--- src/rtl/pixel_window_gen.sv ---
// Framebuffer-to-RGB pixel generator: windowed, power-of-2 upscaled reads with border fill and test patterns.
// Latency: read address one pixel ahead, colour one cycle after coordinates; no backpressure (pixel-clock paced).
module pixel_window_gen #(
    parameter int H_ACTIVE   = 640,
    parameter int V_ACTIVE   = 480,
    parameter int WIN_X0     = 0,
    parameter int WIN_Y0     = 40,
    parameter int WIN_W      = 640,
    parameter int WIN_H      = 400,
    parameter int LOG2_SCALE = 0,
    parameter int ADDR_W     = 18,
    parameter int PIX_FMT    = 0,
    parameter int BAR_SHIFT  = 6
) (
    input  logic              iCLK,
    input  logic              iRST_N,
    input  logic [9:0]        iCoordX,
    input  logic [9:0]        iCoordY,
    input  logic [15:0]       iData,
    input  logic [1:0]        iMode,
    input  logic [11:0]       iBorder,
    output logic [ADDR_W-1:0] oNext_Addr,
    output logic              oRd_En,
    output logic [3:0]        oRed,
    output logic [3:0]        oGreen,
    output logic [3:0]        oBlue,
    output logic              oVIDEO_ON
);

    typedef struct packed {
        logic [3:0] r;
        logic [3:0] g;
        logic [3:0] b;
    } rgb_t;

    typedef enum logic [1:0] {
        MODE_FB    = 2'b00,
        MODE_BARS  = 2'b01,
        MODE_CHECK = 2'b10,
        MODE_SOLID = 2'b11
    } mode_e;

    localparam int                FB_W       = WIN_W >> LOG2_SCALE;
    localparam logic [9:0]        H_LAST     = 10'(H_ACTIVE - 1);
    localparam logic [9:0]        V_LAST     = 10'(V_ACTIVE - 1);
    localparam logic [9:0]        X0         = 10'(WIN_X0);
    localparam logic [9:0]        Y0         = 10'(WIN_Y0);
    localparam logic [10:0]       X1         = 11'(WIN_X0 + WIN_W);
    localparam logic [10:0]       Y1         = 11'(WIN_Y0 + WIN_H);
    localparam logic [9:0]        SCALE_MASK = 10'((1 << LOG2_SCALE) - 1);
    localparam logic [ADDR_W-1:0] FB_STEP    = ADDR_W'(FB_W);

    function automatic logic inWin(input logic [9:0] a, input logic [9:0] b);
        return (a >= X0) && ({1'b0, a} < X1) && (b >= Y0) && ({1'b0, b} < Y1);
    endfunction

    mode_e             modeQ;
    logic              synced;
    logic [ADDR_W-1:0] rowBase;
    rgb_t              colourQ;

    logic              lineEnd;
    logic              frameEnd;
    logic [9:0]        nx;
    logic [9:0]        ny;
    logic [9:0]        relNx;
    logic [9:0]        relNy;
    logic [9:0]        relX;
    logic [9:0]        relY;
    logic              rowStep;
    logic              syncedNext;
    logic [ADDR_W-1:0] rowBaseNext;
    logic [ADDR_W-1:0] addrNext;
    logic              rdNext;

    // Next-pixel coordinate and the incrementally maintained row base for line ny.
    always_comb begin
        lineEnd     = (iCoordX == H_LAST);
        frameEnd    = lineEnd && (iCoordY == V_LAST);
        nx          = lineEnd ? 10'd0 : iCoordX + 10'd1;
        ny          = frameEnd ? 10'd0 : (lineEnd ? iCoordY + 10'd1 : iCoordY);
        relNx       = nx - X0;
        relNy       = ny - Y0;
        rowStep     = lineEnd && !frameEnd && (ny > Y0) && ({1'b0, ny} < Y1)
                      && ((relNy & SCALE_MASK) == 10'd0);
        rowBaseNext = rowBase;
        if (frameEnd) begin
            rowBaseNext = '0;
        end else if (rowStep) begin
            rowBaseNext = rowBase + FB_STEP;
        end
        syncedNext  = synced | frameEnd;
        rdNext      = syncedNext && inWin(nx, ny);
        addrNext    = '0;
        if (rdNext) begin
            addrNext = rowBaseNext + ADDR_W'(relNx >> LOG2_SCALE);
        end
    end

    rgb_t       fbColour;
    rgb_t       colourNext;
    logic       videoNext;
    logic [2:0] bar;

    always_comb begin
        relX = iCoordX - X0;
        relY = iCoordY - Y0;
        bar  = 3'(relX >> BAR_SHIFT);
        if (PIX_FMT == 1) begin
            fbColour = '{r: iData[15:12], g: iData[10:7], b: iData[4:1]};
        end else begin
            fbColour = '{r: iData[11:8], g: iData[7:4], b: iData[3:0]};
        end
        colourNext = rgb_t'(iBorder);
        videoNext  = 1'b0;
        if (synced && inWin(iCoordX, iCoordY) && (modeQ != MODE_SOLID)) begin
            videoNext = 1'b1;
            case (modeQ)
                MODE_FB:    colourNext = fbColour;
                MODE_BARS:  colourNext = '{r: {4{bar[2]}}, g: {4{bar[1]}}, b: {4{bar[0]}}};
                MODE_CHECK: colourNext = (relX[4] ^ relY[4]) ? 12'hFFF : 12'h000;
                default:    colourNext = rgb_t'(iBorder);
            endcase
        end
    end

    // Mode and sync only change on the frame boundary so a frame is never mixed.
    always_ff @(posedge iCLK or negedge iRST_N) begin
        if (!iRST_N) begin
            modeQ      <= MODE_FB;
            synced     <= 1'b0;
            rowBase    <= '0;
            oNext_Addr <= '0;
            oRd_En     <= 1'b0;
            colourQ    <= '0;
            oVIDEO_ON  <= 1'b0;
        end else begin
            rowBase    <= rowBaseNext;
            synced     <= syncedNext;
            if (frameEnd) begin
                modeQ <= mode_e'(iMode);
            end
            oNext_Addr <= addrNext;
            oRd_En     <= rdNext;
            colourQ    <= colourNext;
            oVIDEO_ON  <= videoNext;
        end
    end

    assign oRed   = colourQ.r;
    assign oGreen = colourQ.g;
    assign oBlue  = colourQ.b;

    logic unusedBits;
    assign unusedBits = ^{iData, relX, relY, relNx, relNy};

endmodule

--- config.mk ---
export PLATFORM = sky130hd
export DESIGN_NAME = pixel_window_gen
export DESIGN_NICKNAME = d
export VERILOG_FILES = /design/src/rtl/pixel_window_gen.sv
export SDC_FILE = /design/constraint.sdc
export NUM_CORES = 1
export LEC_CHECK = 0
export ABC_AREA = 1
export BUFFER_PORTS_ARGS = -buffer_cell sky130_fd_sc_hd__buf_2
export CORE_UTILIZATION = 55
export CTS_CLUSTER_DIAMETER = 120
export DETAILED_ROUTE_END_ITERATION = 10
export HOLD_SLACK_MARGIN = 0.08
export PLACE_DENSITY = 0.82
export REMOVE_ABC_BUFFERS = 1
export SLEW_MARGIN = 20
export SYNTH_ARGS = -nofsm -noshare
export SYNTH_HDL_FRONTEND = slang
export SYNTH_SLANG_ARGS = --single-unit
--- constraint.sdc ---
create_clock -name iCLK -period 3.18 [get_ports iCLK]
set_input_delay 0.477 -clock iCLK [delete_from_list [all_inputs] [get_ports iCLK]]
set_output_delay 0.477 -clock iCLK [all_outputs]
set_load 0.01 [all_outputs]
=== Word level (Yosys, flattened, before mapping) ===
Cells that the tools add are included.

* $add $sub $neg: 5
* $mul: 0
* Div/mod/pow operators: 0
* $lt $le $gt $ge: 9
* Equal/unequal tests: 5
* Shift operators: 0
* Mux-type cells: 10
* Bitwise logic cells: 2
* Reduce and logical (&&, ||, !) cells: 15

{| class="wikitable"
|+ Operators with widths
! cell !! count
|-
| two-way mux 18 bit || 3
|-
| case mux 12 bit (3 select lines) || 1
|-
| two-way mux 10 bit || 3
|-
| two-way mux 12 bit || 2
|-
| adder 10 x 1 -> 10 bit, second input constant || 2
|-
| greater-or-equal comparator 10 x 1 -> 1 bit, second input constant || 2
|-
| greater-or-equal comparator 10 x 6 -> 1 bit, second input constant || 2
|-
| < comparator 10 bit, second input constant || 2
|-
| < comparator 10 x 9 -> 1 bit, second input constant || 2
|-
| adder 18 x 10 -> 18 bit || 1
|-
| adder 18 x 10 -> 18 bit, second input constant || 1
|-
| logical AND 1 bit || 13
|-
| == test 10 bit, second input constant || 1
|-
| == test 10 x 9 -> 1 bit, second input constant || 1
|-
| greater-than comparator 10 x 6 -> 1 bit, second input constant || 1
|-
| subtractor 5 x 4 -> 5 bit, second input constant || 1
|-
| == test 2 x 1 -> 1 bit, second input constant || 1
|-
| == test 2 bit, second input constant || 1
|-
| zero test 2 bit || 1
|-
| inequality test 2 bit, second input constant || 1
|-
| zero test 1 bit || 1
|-
| two-way mux 1 bit || 1
|-
| bitwise OR 1 bit || 1
|-
| XOR 1 bit || 1
|}

* Register bits: 53
* Latch bits: 0
* Bits in writable memories: 0
* Bits in read-only memories: 0
* Input port bits: 52
* Output and inout bits: 32
* Logic and storage cells: 55
* Memories kept: 0

=== Longest topological paths before layout ===
* Depth in word-level cells: 10
* Mapped depth: 29
* Depth with buffers taken out: 28

=== Least setup slack after synthesis ===
No wires, ideal clock.

* Path kind: input port to flip-flop
* Start: input iCoordY[0]
* End: register oNext_Addr[17]
* Setup time: 0.117 ns
* Arrival time: 3.416 ns
* Data required time: 3.063 ns
* Path slack: -0.353 ns
* Cell stages on the path: 26
* Path buffers: 1
* Path through: ha_1 -> nand2_1 -> nor2_2 -> nand2_1 -> nor2_4 -> nand2_4 -> inv_2 -> clkbuf_1 -> nor2_1 -> ha_1 -> a21oi_1 -> nand2_1 -> a21oi_1 -> nor2_1 -> nor2_1 -> o21ai_0 -> nand3_1 -> nand2_1 -> nand2_1 -> inv_1 -> nor2_1 -> nor2_4 -> nand2_2 -> nor2_2 -> nor2_1 -> nor2_1

* Word-level cells in the longest chain between the ends: 10
* Elaborated cells between the ends (all ways): 20
* Classes of those cells: 2 x add/sub; 3 x order compare; 1 x eq/ne; 5 x mux; 1 x bitwise; 8 x reduce/logical

{| class="wikitable"
|+ RTL lines
! item !! RTL line !! RTL
|-
| start, declared || 18 || <nowiki>input logic [9:0] iCoordY,</nowiki>
|-
| adder 10 x 1 -> 10 bit or == test 10 x 9 -> 1 bit (tied branches) || 81, 79 ||
|-
| two-way mux 10 bit or logical AND 1 bit (tied branches) || 81, 79 ||
|-
| two-way mux 10 bit or zero test 1 bit (tied branches) || 81, 84 ||
|-
| greater-than comparator 10 x 6 -> 1 bit or logical AND 1 bit (tied branches) || 84 || <nowiki>rowStep = lineEnd && !frameEnd && (ny > Y0) && ({1'b0, ny} < Y1)</nowiki>
|-
| logical AND 1 bit (2 in a row) || 84 ||
|-
| two-way mux 18 bit || 89 || <nowiki>end else if (rowStep) begin</nowiki>
|-
| two-way mux 18 bit * || 87 || <nowiki>if (frameEnd) begin</nowiki>
|-
| net rowBaseNext[2] || 72 || <nowiki>logic [ADDR_W-1:0] rowBaseNext;</nowiki>
|-
| adder 18 x 10 -> 18 bit * || 96 || <nowiki>addrNext = rowBaseNext + ADDR_W'(relNx >> LOG2_SCALE);</nowiki>
|-
| two-way mux 18 bit * || 95 || <nowiki>if (rdNext) begin</nowiki>
|-
| net addrNext[17] || 73 || <nowiki>logic [ADDR_W-1:0] addrNext;</nowiki>
|-
| end signal, assigned || 143 || <nowiki>oNext_Addr <= addrNext;</nowiki>
|-
| end, declared || 22 || <nowiki>output logic [ADDR_W-1:0] oNext_Addr,</nowiki>
|}

Mark *: on every way through the listed nets, which the timed path passes. The rest lies on a longest branch.
A chain may end at the register's enable or synchronous reset.

=== Worst setup path after layout ===
* Start: input iCoordX[1]
* End: register oNext_Addr[17]

* Word-level cells in the longest chain between the ends: 10
* Elaborated cells between the ends (all ways): 24
* Classes of those cells: 2 x add/sub; 5 x order compare; 1 x eq/ne; 6 x mux; 1 x bitwise; 9 x reduce/logical

{| class="wikitable"
|+ RTL lines
! item !! RTL line !! RTL
|-
| start, declared || 17 || <nowiki>input logic [9:0] iCoordX,</nowiki>
|-
| == test 10 bit * || 78 || <nowiki>lineEnd = (iCoordX == H_LAST);</nowiki>
|-
| two-way mux 10 bit or logical AND 1 bit (tied branches) || 81, 79 ||
|-
| two-way mux 10 bit or zero test 1 bit (tied branches) || 81, 84 ||
|-
| greater-than comparator 10 x 6 -> 1 bit or logical AND 1 bit (tied branches) || 84 ||
|-
| logical AND 1 bit (2 in a row) || 84 ||
|-
| two-way mux 18 bit || 89 ||
|-
| two-way mux 18 bit * || 87 ||
|-
| net rowBaseNext[2] || 72 ||
|-
| adder 18 x 10 -> 18 bit * || 96 ||
|-
| two-way mux 18 bit * || 95 ||
|-
| net addrNext[17] || 73 ||
|}

Marks and branches as above.

==> run_summary.xml <==
<?xml version="1.0" encoding="UTF-8"?>
<metrics>
  <group name="status">
    <metric name="outcome" unit="">finished with violations</metric>
    <metric name="violations_in_the_final_reports" unit="">setup timing</metric>
  </group>
  <group name="worst_setup_path">
    <metric name="timing.critical_path.from_type" unit="">primary input</metric>
    <metric name="regToRegEndpoint" unit="">oNext_Addr[17]</metric>
    <metric name="r2r.worst_path.cells" unit="">20</metric>
    <metric name="critical_path_class" unit="">in -&gt; reg</metric>
    <metric name="worst-r2r-setup-slack" unit="ns">0.67</metric>
    <metric name="crit_fanout" unit="">7</metric>
    <metric name="timing.rr.start" unit="">rowBase[2]</metric>
    <metric name="cp-end-kind" unit="">register</metric>
    <metric name="worst_ep_required_time" unit="ns">3.45</metric>
    <metric name="cp.arrival" unit="ns">3.50</metric>
  </group>
  <group name="route">
    <metric name="detail_route.wl_per_cell" unit="µm">15.11</metric>
    <metric name="drtAntennaViolNets" unit="">0</metric>
    <metric name="detail_route.vias_per_cell" unit="">5.610</metric>
    <metric name="totalWireLength" unit="mm">11.20</metric>
    <metric name="via_count" unit="">4157</metric>
    <metric name="drc" unit="">0</metric>
    <metric name="drtPass1Iterations" unit="">5</metric>
    <metric name="detailedRoute.firstIterationViolations" unit="">306</metric>
  </group>
  <group name="timing">
    <metric name="final_critical_delay_including_setup_and_external_delays" unit="ns">3.231</metric>
    <metric name="tightest_slew" unit="ns">0.8287</metric>
    <metric name="fmax" unit="MHz">309.5</metric>
    <metric name="rsz_0062_raised_after_global_routing" unit="">true</metric>
    <metric name="maxSlewViolCount" unit="">0</metric>
    <metric name="finalCritPeriodShare" unit="%">101.6</metric>
    <metric name="slew_headroom" unit="%">44.55</metric>
    <metric name="finalSetupTns" unit="ns">-0.1214</metric>
    <metric name="timing.hold.ws" unit="ns">0.1886</metric>
    <metric name="finalSetupViolations" unit="">3</metric>
    <metric name="finalHoldViolCount" unit="">0</metric>
    <metric name="layout_setup_ws" unit="ns">-0.05078</metric>
    <metric name="clock_skew" unit="ns">0.01561</metric>
  </group>
  <group name="yosys">
    <metric name="synth_seq_cells" unit="">53</metric>
    <metric name="ys_seq_area_share" unit="%">36.68</metric>
    <metric name="share_of_synthesized_registers_carrying_an_async_set_or_reset" unit="%">100.0</metric>
    <metric name="synthesis.area" unit="µm²">3616</metric>
    <metric name="yosysUniqueCellTypes" unit="">38</metric>
    <metric name="arithmetic_cell_share_of_the_synthesized_area_counting_full_adders_half_adders_and_majority_gates" unit="%">5.744</metric>
    <metric name="syn-instance-count" unit="">499</metric>
    <metric name="most_common_flop_cell_mapped_by_yosys" unit="">sky130_fd_sc_hd__dfrtp_1</metric>
    <metric name="largest_family_of_logic_cells_by_synthesized_area" unit="">simple AND/OR/NAND/NOR gates</metric>
    <metric name="synthMuxAreaShare" unit="%">0</metric>
    <metric name="synth_compound_area_share" unit="%">11.42</metric>
    <metric name="ys_warn_count" unit="">0</metric>
    <metric name="synthXorXnorAreaFrac" unit="%">3.391</metric>
    <metric name="syn-mean-instance-area" unit="µm²">7.246</metric>
    <metric name="synthSimpleGateAreaFrac" unit="%">32.25</metric>
    <metric name="number_of_enable_flip_flop_cells_after_synthesis" unit="">0</metric>
  </group>
  <group name="place">
    <metric name="io_buffer_count" unit="">79</metric>
    <metric name="dp_hpwl" unit="mm">7.453</metric>
    <metric name="place_ws" unit="ns">-0.4836</metric>
    <metric name="placed_cells" unit="">721</metric>
    <metric name="routability_cong" unit="">0.9447</metric>
  </group>
  <group name="floorplanning">
    <metric name="dieArea" unit="µm²">6903</metric>
    <metric name="die_h" unit="µm">83.09</metric>
    <metric name="die-width" unit="µm">83.09</metric>
    <metric name="core_area" unit="µm²">6350</metric>
    <metric name="num_rows" unit="">29</metric>
    <metric name="initial_utilization" unit="%">56.95</metric>
    <metric name="num_ports" unit="">84</metric>
  </group>
  <group name="clocking">
    <metric name="number_of_buffers_inserted_during_clock_tree_synthesis" unit="">5</metric>
    <metric name="clock_latency" unit="ns">0.33</metric>
    <metric name="cts_tree" unit="">done</metric>
    <metric name="htreeDepth" unit="">2</metric>
    <metric name="root_buffer" unit="">sky130_fd_sc_hd__clkbuf_8</metric>
    <metric name="clk_path_buf_depth" unit="">2</metric>
    <metric name="cts.clk_slew.worst_paths" unit="ns">0.12</metric>
    <metric name="cts_sink_count" unit="">53</metric>
  </group>
  <group name="global_route">
    <metric name="globalRouteOverflowTotal" unit="">0</metric>
    <metric name="via_count_of_the_first_global_routing_pass" unit="">3808</metric>
    <metric name="grt_start_max_net_pins" unit="">31</metric>
    <metric name="global_route.usage.total" unit="%">28.46</metric>
    <metric name="grt_pass1_wl" unit="mm">15.99</metric>
    <metric name="antenna_found_initial" unit="">0</metric>
  </group>
  <group name="finish">
    <metric name="post_route_cells_drive_above_1_share" unit="%">36.65</metric>
    <metric name="layout_commonest_cell" unit="">sky130_fd_sc_hd__nand2_1</metric>
    <metric name="most-common-layout-cells" unit="">91 x sky130_fd_sc_hd__nand2_1, 80 x sky130_fd_sc_hd__buf_4, 77 x sky130_fd_sc_hd__buf_2</metric>
    <metric name="finalNonFillerCells" unit="">741</metric>
    <metric name="fillerInstances" unit="">401</metric>
    <metric name="area_delta_synth_final" unit="%">38.93</metric>
    <metric name="register_area" unit="µm²">1326</metric>
    <metric name="multiInputGateArea" unit="µm²">2085</metric>
    <metric name="final_net_count" unit="">730</metric>
  </group>
  <group name="min_path">
    <metric name="timing.hold.worst.class" unit="">in -&gt; async</metric>
  </group>
  <group name="power_and_ir_drop">
    <metric name="vdd_drop_max" unit="mV">0.2654</metric>
    <metric name="power_per_cell_area" unit="nW/µm²">291.7</metric>
    <metric name="design_power_total" unit="mW">1.465</metric>
    <metric name="p_leak" unit="nW">2.795</metric>
  </group>
  <group name="run">
    <metric name="cap_violations" unit="">0</metric>
  </group>
</metrics>
==> flip-flops by register name, summed over array words and instances (netlist names) <==
register and cells:
modeQ 2, oBlue 4, oGreen 4, oNext_Addr 18
oRd_En 1, oRed 4, oVIDEO_ON 1, rowBase 18
synced 1
==> report_power, final <==
group / internal, mW / switching, mW
logic: 0.161 / 0.197
registers: 0.684 / 0.00522
clock network: 0.161 / 0.258
total: 1.01 / 0.460
==> per-stage QoR <==
step	area, µm²	utilization (%)
floorplan	3563	-
global placement	4631	72.93
detailed placement	4631	72.93
CTS	4751	74.82
global route	5021	79.07
finish	5024	79.11
==> cells by family (layout without fill, tap and decap cells) <==
| kind of cell | after synthesis | count (layout) |
|---|---|---|
| flops | 53 | 53 |
| compound gates | 74 | 74 |
| other cells | 0 | 1 |
| simple gates | 247 | 247 |
| buf+inv | 95 | 259 |
| xor+xnor | 14 | 14 |
| fa+ha+maj | 16 | 16 |
==> worst max-delay path by stage <==
stage	from	end	cells past startpoint
finish	iCoordX[1]	oNext_Addr[17]	28
global route	iCoordX[1]	oNext_Addr[11]	23
detailed placement	iCoordX[0]	oNext_Addr[17]	27
floorplan	iCoordX[0]	oNext_Addr[17]	23
CTS	iCoordX[0]	oNext_Addr[16]	28
global placement	iCoordX[0]	oNext_Addr[17]	25
==> synthesized netlist by cell type, drive strengths merged, types with 2 or more instances <==
library cell	instances	area (µm²)
inv	85	319.1
nor2	74	335.3
buf	5	37.53
o21ai	20	118.9
dfrtp	53	1326
a21oi	45	225.2
clkbuf	4	15.01
o31ai	2	15.01
or2	2	12.51
ha	15	187.7
nand4	16	100.1
nand2	108	440.4
nor3	9	45.04
a31oi	2	12.51
nand3	34	205.2
nor4	2	12.51
xor2	13	113.9
==> layer usage <==
| layer | vias to the layer above | share of wire (%) | global-route usage, % |
|---|---|---|---|
| li1 | 1936 | - | - |
| met1 | 1940 | 39 | 34.37 |
| met2 | 217 | 51 | 50.52 |
| met3 | 64 | 6.0 | 3.777 |
| met4 | 0 | 4.5 | 12.54 |
| met5 | - | 0 | 0 |
==> worst max-delay path, stage by stage <==
cell                       delay, ns
sky130_fd_sc_hd__buf_2          0.11
sky130_fd_sc_hd__ha_4           0.14
sky130_fd_sc_hd__nand2_4        0.06
sky130_fd_sc_hd__nor2_4         0.14
sky130_fd_sc_hd__nand3_4        0.14
sky130_fd_sc_hd__clkinv_4       0.10
sky130_fd_sc_hd__nand2_4        0.08
sky130_fd_sc_hd__inv_4          0.10
sky130_fd_sc_hd__buf_12         0.11
sky130_fd_sc_hd__nor2_1         0.05
sky130_fd_sc_hd__ha_1           0.33
sky130_fd_sc_hd__a21oi_1        0.19
sky130_fd_sc_hd__nand2_1        0.11
sky130_fd_sc_hd__a21oi_2        0.14
sky130_fd_sc_hd__nor2_1         0.05
sky130_fd_sc_hd__nor2_1         0.15
sky130_fd_sc_hd__o21ai_1        0.10
sky130_fd_sc_hd__nand3_1        0.09
sky130_fd_sc_hd__nand2_1        0.08
sky130_fd_sc_hd__nand2_1        0.08
sky130_fd_sc_hd__inv_2          0.05
sky130_fd_sc_hd__nor2_4         0.13
sky130_fd_sc_hd__nor2_4         0.06
sky130_fd_sc_hd__nand2_2        0.10
sky130_fd_sc_hd__nor2_4         0.04
sky130_fd_sc_hd__nand2_1        0.08
sky130_fd_sc_hd__nand2_1        0.07
sky130_fd_sc_hd__nor2_1         0.12
==> area by class of cell <==
cell class              instances  area share [%]
inverters                      86           6.575
diodes                          1         0.04981
repair buffers                165           21.67
flip-flops and latches         53           26.40
clock inverters                 3          0.5230
well taps                      77           1.918
multi-input cells             351           41.49
clock buffers                   5           1.370
==> timing repair <==
| item | CTS | global route |
|---|---|---|
| setup endpoints to repair | 8 | 9 |
| resized for setup | 5 | 49 |
| pin swaps | 3 | 26 |
| setup buffers | 1 | 10 |
| hold buffers | 0 | 0 |
Note: power is estimated with default switching activity, not from simulation.
